[src/rtl/usb_tx_packet_if.sv]
// usb_tx_packet_if
//   Groups the signals between the packet generator, the SIE/endpoint logic
//   and the bit-level transmitter.
//   Parameter: LEN_W - width of the payload length field.
//   Request  : start, pid, len          (SIE -> generator)
//   Payload  : pl_data, pl_valid, pl_ready (endpoint buffer <-> generator)
//   Transmit : tx_data, tx_valid, tx_ready, tx_en (generator <-> transmitter)
//   Status   : busy, done, err          (generator -> SIE)
//   modport master: the environment (SIE, endpoint buffer, transmitter).
//   modport slave : the packet generator.
interface usb_tx_packet_if #(
  parameter int LEN_W = 4
);
  logic             start;
  logic [3:0]       pid;
  logic [LEN_W-1:0] len;
  logic [7:0]       pl_data;
  logic             pl_valid;
  logic             pl_ready;
  logic [7:0]       tx_data;
  logic             tx_valid;
  logic             tx_ready;
  logic             tx_en;
  logic             busy;
  logic             done;
  logic             err;

  modport master (
    output start, pid, len, pl_data, pl_valid, tx_ready, tx_en,
    input  pl_ready, tx_data, tx_valid, busy, done, err
  );

  modport slave (
    input  start, pid, len, pl_data, pl_valid, tx_ready, tx_en,
    output pl_ready, tx_data, tx_valid, busy, done, err
  );
endinterface

[src/rtl/usb_tx_packet.sv]
// usb_tx_packet
//   Low-speed USB packet generator feeding the SYNC/stuffing/NRZI/EOP stage.
//   Emits PID [payload CRC16-lo CRC16-hi] on the tx handshake and reports
//   done once the transmitter has released the line.
//   Ports:
//     clk   - system clock (24 MHz)
//     reset - synchronous, active-high
//     bus   - usb_tx_packet_if.slave (request, payload, transmit, status)
//   Parameters: MAX_LEN (max payload bytes), LEN_W (len width),
//               WDOG_CYCLES (watchdog limit).
//   Optional feature: define USB_TX_PKT_WDOG_EN to enable the stall
//   watchdog; without it the block waits indefinitely for tx_ready/tx_en.
//
//   state       | meaning
//   ST_IDLE     | waiting for start
//   ST_PID      | PID byte presented, waiting for tx_ready
//   ST_PAYLOAD  | payload byte presented, waiting for tx_ready
//   ST_CRC_LO   | inverted CRC low byte presented
//   ST_CRC_HI   | inverted CRC high byte presented
//   ST_WAIT_EOP | tx_valid dropped, waiting for tx_en low (EOP finished)
module usb_tx_packet #(
  parameter int MAX_LEN     = 8,
  parameter int LEN_W       = 4,
  parameter int WDOG_CYCLES = 4096
) (
  input logic            clk,
  input logic            reset,
  usb_tx_packet_if.slave bus
);

  if (MAX_LEN >= (1 << LEN_W) || WDOG_CYCLES < 2) begin : g_bad_cfg
    $error("usb_tx_packet: LEN_W too narrow for MAX_LEN or WDOG_CYCLES < 2");
  end

  typedef enum logic [2:0] {
    ST_IDLE, ST_PID, ST_PAYLOAD, ST_CRC_LO, ST_CRC_HI, ST_WAIT_EOP
  } state_t;

  state_t           state_q, state_d;
  logic [7:0]       tx_data_q, tx_data_d;
  logic             tx_valid_q, tx_valid_d;
  logic [15:0]      crc_q, crc_d;
  logic [LEN_W-1:0] count_q, count_d;
  logic             is_data_q, is_data_d;
  logic             err_q, err_d;
  logic             done_q, done_d;
  logic             pl_ready_c;
  logic             wdog_fire;

  // Reflected CRC16 (0xA001), one byte per clock, LSB first.
  function automatic logic [15:0] crc16_byte(input logic [15:0] crc_in,
                                             input logic [7:0]  data);
    logic [15:0] c;
    c = crc_in;
    for (int i = 0; i < 8; i++) begin
      if (c[0] ^ data[i]) c = (c >> 1) ^ 16'hA001;
      else                c = c >> 1;
    end
    return c;
  endfunction

`ifdef USB_TX_PKT_WDOG_EN
  localparam int WDOG_W = $clog2(WDOG_CYCLES + 1);
  logic [WDOG_W-1:0] wdog_q;

  // Down-counter reloaded on progress; terminal count is zero.
  always_ff @(posedge clk) begin
    if (reset || state_q == ST_IDLE || bus.tx_ready || wdog_fire)
      wdog_q <= WDOG_W'(WDOG_CYCLES - 1);
    else if (wdog_q != '0)
      wdog_q <= wdog_q - WDOG_W'(1);
  end

  assign wdog_fire = (state_q != ST_IDLE) && (wdog_q == '0) && !bus.tx_ready;
`else
  assign wdog_fire = 1'b0;
`endif

  always_ff @(posedge clk) begin
    if (reset) begin
      state_q    <= ST_IDLE;
      tx_data_q  <= 8'h00;
      tx_valid_q <= 1'b0;
      crc_q      <= 16'hFFFF;
      count_q    <= '0;
      is_data_q  <= 1'b0;
      err_q      <= 1'b0;
      done_q     <= 1'b0;
    end else begin
      state_q    <= state_d;
      tx_data_q  <= tx_data_d;
      tx_valid_q <= tx_valid_d;
      crc_q      <= crc_d;
      count_q    <= count_d;
      is_data_q  <= is_data_d;
      err_q      <= err_d;
      done_q     <= done_d;
    end
  end

  always_comb begin
    state_d    = state_q;
    tx_data_d  = tx_data_q;
    tx_valid_d = tx_valid_q;
    crc_d      = crc_q;
    count_d    = count_q;
    is_data_d  = is_data_q;
    err_d      = 1'b0;
    done_d     = 1'b0;
    pl_ready_c = 1'b0;

    case (state_q)
      ST_IDLE: begin
        if (bus.start) begin
          if (bus.pid[1:0] == 2'b11 && int'(bus.len) > MAX_LEN) begin
            err_d = 1'b1;
          end else begin
            tx_data_d  = {~bus.pid, bus.pid};
            tx_valid_d = 1'b1;
            crc_d      = 16'hFFFF;
            is_data_d  = (bus.pid[1:0] == 2'b11);
            count_d    = (bus.pid[1:0] == 2'b11) ? bus.len : '0;
            state_d    = ST_PID;
          end
        end
      end
      ST_PID, ST_PAYLOAD: begin
        if (bus.tx_ready) begin
          if (!is_data_q) begin
            tx_valid_d = 1'b0;
            state_d    = ST_WAIT_EOP;
          end else if (count_q != '0) begin
            // Next payload byte must be ready in the same cycle the current
            // byte is taken; otherwise the packet is cut short (underrun).
            if (bus.pl_valid) begin
              pl_ready_c = 1'b1;
              tx_data_d  = bus.pl_data;
              crc_d      = crc16_byte(crc_q, bus.pl_data);
              count_d    = count_q - LEN_W'(1);
              state_d    = ST_PAYLOAD;
            end else begin
              err_d      = 1'b1;
              tx_valid_d = 1'b0;
              state_d    = ST_WAIT_EOP;
            end
          end else begin
            tx_data_d = ~crc_q[7:0];
            state_d   = ST_CRC_LO;
          end
        end
      end
      ST_CRC_LO: begin
        if (bus.tx_ready) begin
          tx_data_d = ~crc_q[15:8];
          state_d   = ST_CRC_HI;
        end
      end
      ST_CRC_HI: begin
        if (bus.tx_ready) begin
          tx_valid_d = 1'b0;
          state_d    = ST_WAIT_EOP;
        end
      end
      ST_WAIT_EOP: begin
        if (!bus.tx_en) begin
          done_d  = 1'b1;
          state_d = ST_IDLE;
        end
      end
      default: state_d = ST_IDLE;
    endcase

    if (wdog_fire) begin
      err_d      = 1'b1;
      done_d     = 1'b0;
      pl_ready_c = 1'b0;
      tx_valid_d = 1'b0;
      state_d    = (state_q == ST_WAIT_EOP) ? ST_IDLE : ST_WAIT_EOP;
    end
  end

  // pl_ready is combinational; masked during reset so no byte is consumed.
  assign bus.pl_ready = pl_ready_c & ~reset;
  assign bus.tx_data  = tx_data_q;
  assign bus.tx_valid = tx_valid_q;
  assign bus.busy     = (state_q != ST_IDLE);
  assign bus.done     = done_q;
  assign bus.err      = err_q;

endmodule

[src/flat_wrapper.sv]
// flat-port wrapper written by rule: the top's interface ports become plain ports
module usb_tx_packet_flat 
#(
  parameter int MAX_LEN     = 8,
  parameter int LEN_W       = 4,
  parameter int WDOG_CYCLES = 4096
)
  (clk, reset, bus_start, bus_pid, bus_len, bus_pl_data, bus_pl_valid, bus_tx_ready, bus_tx_en, bus_pl_ready, bus_tx_data, bus_tx_valid, bus_busy, bus_done, bus_err);
  usb_tx_packet_if #(.LEN_W(LEN_W)) bus_i ();
  input logic clk;
  input logic reset;
  input wire logic [$bits(bus_i.start)-1:0] bus_start;
  input wire logic [$bits(bus_i.pid)-1:0] bus_pid;
  input wire logic [$bits(bus_i.len)-1:0] bus_len;
  input wire logic [$bits(bus_i.pl_data)-1:0] bus_pl_data;
  input wire logic [$bits(bus_i.pl_valid)-1:0] bus_pl_valid;
  input wire logic [$bits(bus_i.tx_ready)-1:0] bus_tx_ready;
  input wire logic [$bits(bus_i.tx_en)-1:0] bus_tx_en;
  output wire logic [$bits(bus_i.pl_ready)-1:0] bus_pl_ready;
  output wire logic [$bits(bus_i.tx_data)-1:0] bus_tx_data;
  output wire logic [$bits(bus_i.tx_valid)-1:0] bus_tx_valid;
  output wire logic [$bits(bus_i.busy)-1:0] bus_busy;
  output wire logic [$bits(bus_i.done)-1:0] bus_done;
  output wire logic [$bits(bus_i.err)-1:0] bus_err;
  assign bus_i.start = bus_start;
  assign bus_i.pid = bus_pid;
  assign bus_i.len = bus_len;
  assign bus_i.pl_data = bus_pl_data;
  assign bus_i.pl_valid = bus_pl_valid;
  assign bus_i.tx_ready = bus_tx_ready;
  assign bus_i.tx_en = bus_tx_en;
  assign bus_pl_ready = bus_i.pl_ready;
  assign bus_tx_data = bus_i.tx_data;
  assign bus_tx_valid = bus_i.tx_valid;
  assign bus_busy = bus_i.busy;
  assign bus_done = bus_i.done;
  assign bus_err = bus_i.err;
  usb_tx_packet #(.MAX_LEN(MAX_LEN), .LEN_W(LEN_W), .WDOG_CYCLES(WDOG_CYCLES)) u_core (.clk(clk), .reset(reset), .bus(bus_i));
endmodule
[config.mk]
export PLATFORM = sky130hd
export DESIGN_NAME = usb_tx_packet_flat
export DESIGN_NICKNAME = d
export VERILOG_FILES = /design/src/rtl/usb_tx_packet_if.sv /design/src/rtl/usb_tx_packet.sv /design/src/flat_wrapper.sv
export SDC_FILE = /design/constraint.sdc
export NUM_CORES = 1
export LEC_CHECK = 0
export CAP_MARGIN = 30
export CORE_MARGIN = 3
export CORE_UTILIZATION = 45
export CTS_CLUSTER_SIZE = 20
export DETAILED_ROUTE_END_ITERATION = 8
export PLACE_DENSITY = 0.69
export REMOVE_ABC_BUFFERS = 1
export SKIP_CTS_REPAIR_TIMING = 1
export SYNTH_ARGS = -nofsm -noshare
export SYNTH_HDL_FRONTEND = slang
export SYNTH_SLANG_ARGS = --single-unit
[constraint.sdc]
create_clock -name clk -period 2.35 [get_ports clk]
set_input_delay 0.3525 -clock clk [delete_from_list [all_inputs] [get_ports clk]]
set_output_delay 0.3525 -clock clk [all_outputs]
set_load 0.01 [all_outputs]
==> run summary, run 1 <==
final period utilization - 92.1%
Synth area leader - dfxtp_1
WP data required - 2.00 ns
reg2reg start - u_core.count_q[0]$_SDFFE_PP0P_
Main synth FF type - dfxtp_1
diode count - 0
cell count after synthesis - 262
drt pass-1 iters - 5
unrepaired setup endpoints after global routing - false
worst-skew pair later-pin latency - 0.29 ns
largest cells by area after synthesis - dfxtp_1, nor2_1, xnor2_1, a21oi_1, o21ai_0
Initial Utilization - 47.5%
measured slew at the worst slew-check pin - 0.574 ns
die height - 74.5 um
CP startpoint kind - flip-flop
I/O Buffers - 34
die extent in x - 74.5 um
asr flop ratio synth - 0%
number of antenna-violating nets in the routed design - 0
Post-synth EDFFs - 0
Peak Freq - 0.462 GHz
mux cell area share after synthesis - 2.43%
leakage - 1.02 nW
worst hold start - u_core.bus.tx_data[4]$_SDFFE_PP0P_
Synth Area in XOR/XNOR - 10.3%
main combinational cell family by area after synthesis - compound AO/OA/AOI/OAI gates
synthesis warning total - 0
share of layout cells above drive strength 1 - 13.3%
Compound-Gate Fraction of Synth Area - 24.6%
vias in the first global route - 1896
Rows - 24
vias per cell - 5.74
htree depth - 2
initial antenna violation count - 0
#FFs+latches synth - 35
maxcap violations - 0
register area share after synthesis - 33.2%
wire length per cell - 15.2 um
outcome - finished, final reports clean
CP Class - flip-flop to output pin
CTS root buffer - clkbuf_8
Synth Area in Simple Gates - 22.1%
total power - 2.20 mW
Sink Count - 35
layout net count - 332
synthesized area per cell - 8.05 um^2
I/O pins - 35
adder-cell share of the synthesized area - 1.54%
Total Neg Setup Slack - 0 ns
Clock Path Buffers - 2
Starting DRT DRC Count - 164
dpl hpwl - 3.89 mm
synth cell count leaders - dfxtp_1, nor2_1, a21oi_1, o21ai_0
Remaining Overflow, GRT - 0
Final Hold Vio Count - 0
Critical Path Fanout Max - 11
CTS buffer count - 5
Max Clock Skew - 0.00563 ns
Post-Route Utilization - 60.6%
DIE AREA - 5550 um^2
Post-route DRC - 0
Critical Path AT - 1.81 ns
largest net degree at the start of global routing - 38
GP Congestion - 0.852
Clk pin slew, worst setup/hold paths - 0.07 ns
via count - 2071
Mapped Area - 2110 um^2
Layout area overhead - 27.7%
Detailed Route WL - 5.49 mm
Yosys cell types - 48
TritonCTS clock tree - yes
global-route wire length before repair - 8.98 mm
Worst R2R Setup Slack - 0.24 ns
hold path depth - 2
Hold EP - u_core.bus.tx_data[4]$_SDFFE_PP0P_
r2r endpoint - u_core.crc_q[5]$_SDFFE_PP1P_
Core ar. - 4440 um^2
max-slew violations - 0
Tot GR Track Use - 21.0%
CP endpoint kind - output pin
Hold Path Class - flip-flop to flip-flop
top-count cell post-synth - dfxtp_1
Synth top area share - 33.2%
Max VDD drop - 0.435 mV
Setup Viol. Count Final - 0
Layout fillers - 413
r2r worst-path depth - 9
Max-slew headroom - 61.7%
Power Dens Cells - 817 nW/um^2
Final Critical Period - 2.16 ns
[registers in the layout, indices dropped and copies added, names as in the netlist]
signal	cells
u_core.is_data_q	1
u_core.count_q	4
u_core.state_q	3
u_core.bus.tx_valid	1
u_core.bus.done	1
u_core.crc_q	16
u_core.bus.tx_data	8
u_core.bus.err	1
[layer usage]
layer	share of wire, %	track usage (%)	vias to the layer above
met5	0	0	-
met4	0.97	6.52	0
met3	7.1	4.19	6
met2	45	33.6	71
met1	47	28.7	951
li1	-	-	1043
[placed cells by master, fill, tap and decap left out, drive strengths merged, types with 2 or more instances in the layout]
cell,n
nor3,6
xor2,3
clkbuf,6
nor3b,4
buf,25
mux2i,4
o221ai,4
nor2,33
nand3,12
nand2b,12
a211oi,6
a311oi,3
dfxtp,35
a21oi,18
maj3,2
o21ai,26
clkdlybuf4s50,33
a22oi,2
inv,6
xnor3,2
nor4,6
or2,2
xnor2,15
nand2,13
o22ai,6
o21bai,5
or3,2
[stage by stage]
step	hold slack (ns)	cells	setup slack, ns	cell area (um^2)
5_1_grt	0.525	361	0.0124	2690
2_1_floorplan	0.422	243	0.100	2010
3_5_place_dp	0.488	353	0.0156	2590
3_3_place_gp	0.475	353	0.0401	2590
6_report	0.497	361	0.187	2690
4_1_cts	0.503	360	-0.172	2680
[how the worst max path moves through the flow]
stage | start | end | slack [ns]
floorplan | u_core.count_q[0]$_SDFFE_PP0P_ | u_core.count_q[3]$_SDFFE_PP0P_ | 0.10
global placement | bus_pl_data[4] | u_core.crc_q[0]$_SDFFE_PP1P_ | 0.04
detailed placement | bus_pl_data[4] | u_core.crc_q[0]$_SDFFE_PP1P_ | 0.02
CTS | u_core.count_q[0]$_SDFFE_PP0P_ | bus_pl_ready | -0.17
global route | u_core.state_q[0]$_SDFFE_PP0P_ | bus_busy | 0.01
finish | u_core.state_q[0]$_SDFFE_PP0P_ | bus_busy | 0.19
[cell type report]
type / count / area, um^2 / share of cell area [%]
inverter: 6 / 22.5 / 0.836
clock buffer: 6 / 82.6 / 3.07
clock inverter: 1 / 5.00 / 0.186
timing repair buffer: 59 / 531 / 19.7
tap: 52 / 65.1 / 2.42
sequential: 35 / 702 / 26.1
multi-input combinational: 202 / 1290 / 47.7
[worst max-delay path, cell delays in order, from the launching register on]
cell and delay (ns):
dfxtp_1 0.35, buf_4 0.19, nor3_1 0.42, inv_1 0.07, clkdlybuf4s50_1 0.49
[power breakdown]
group	internal, mW	switching, mW
sequential	0.667	0.0753
combinational	0.463	0.545
clock	0.230	0.219
[logic make-up (layout without fill, tap and decap cells)]
group / Yosys count / after routing
flops: 35 / 35
compound gates: 80 / 80
mux: 5 / 5
buf+inv: 25 / 72
simple gates: 94 / 94
xor+xnor: 20 / 20
fa+ha+maj: 3 / 3
No activity file was read; power rests on OpenSTA's default activity.
==> run 2, diff against run 1 <==
Settings changed: SLEW_MARGIN set to 20, TNS_END_PERCENT set to 10.
==> results of run 2 <==
Same layout as run 1: the final DEF is identical, and so are final timing and power.
==> run 3, diff against run 2 <==
Settings changed: CTS_CLUSTER_SIZE 20 to 25, SLEW_MARGIN 20 to 30.
==> results of run 3 <==
Same layout as run 1: the final DEF is identical, and so are final timing and power.
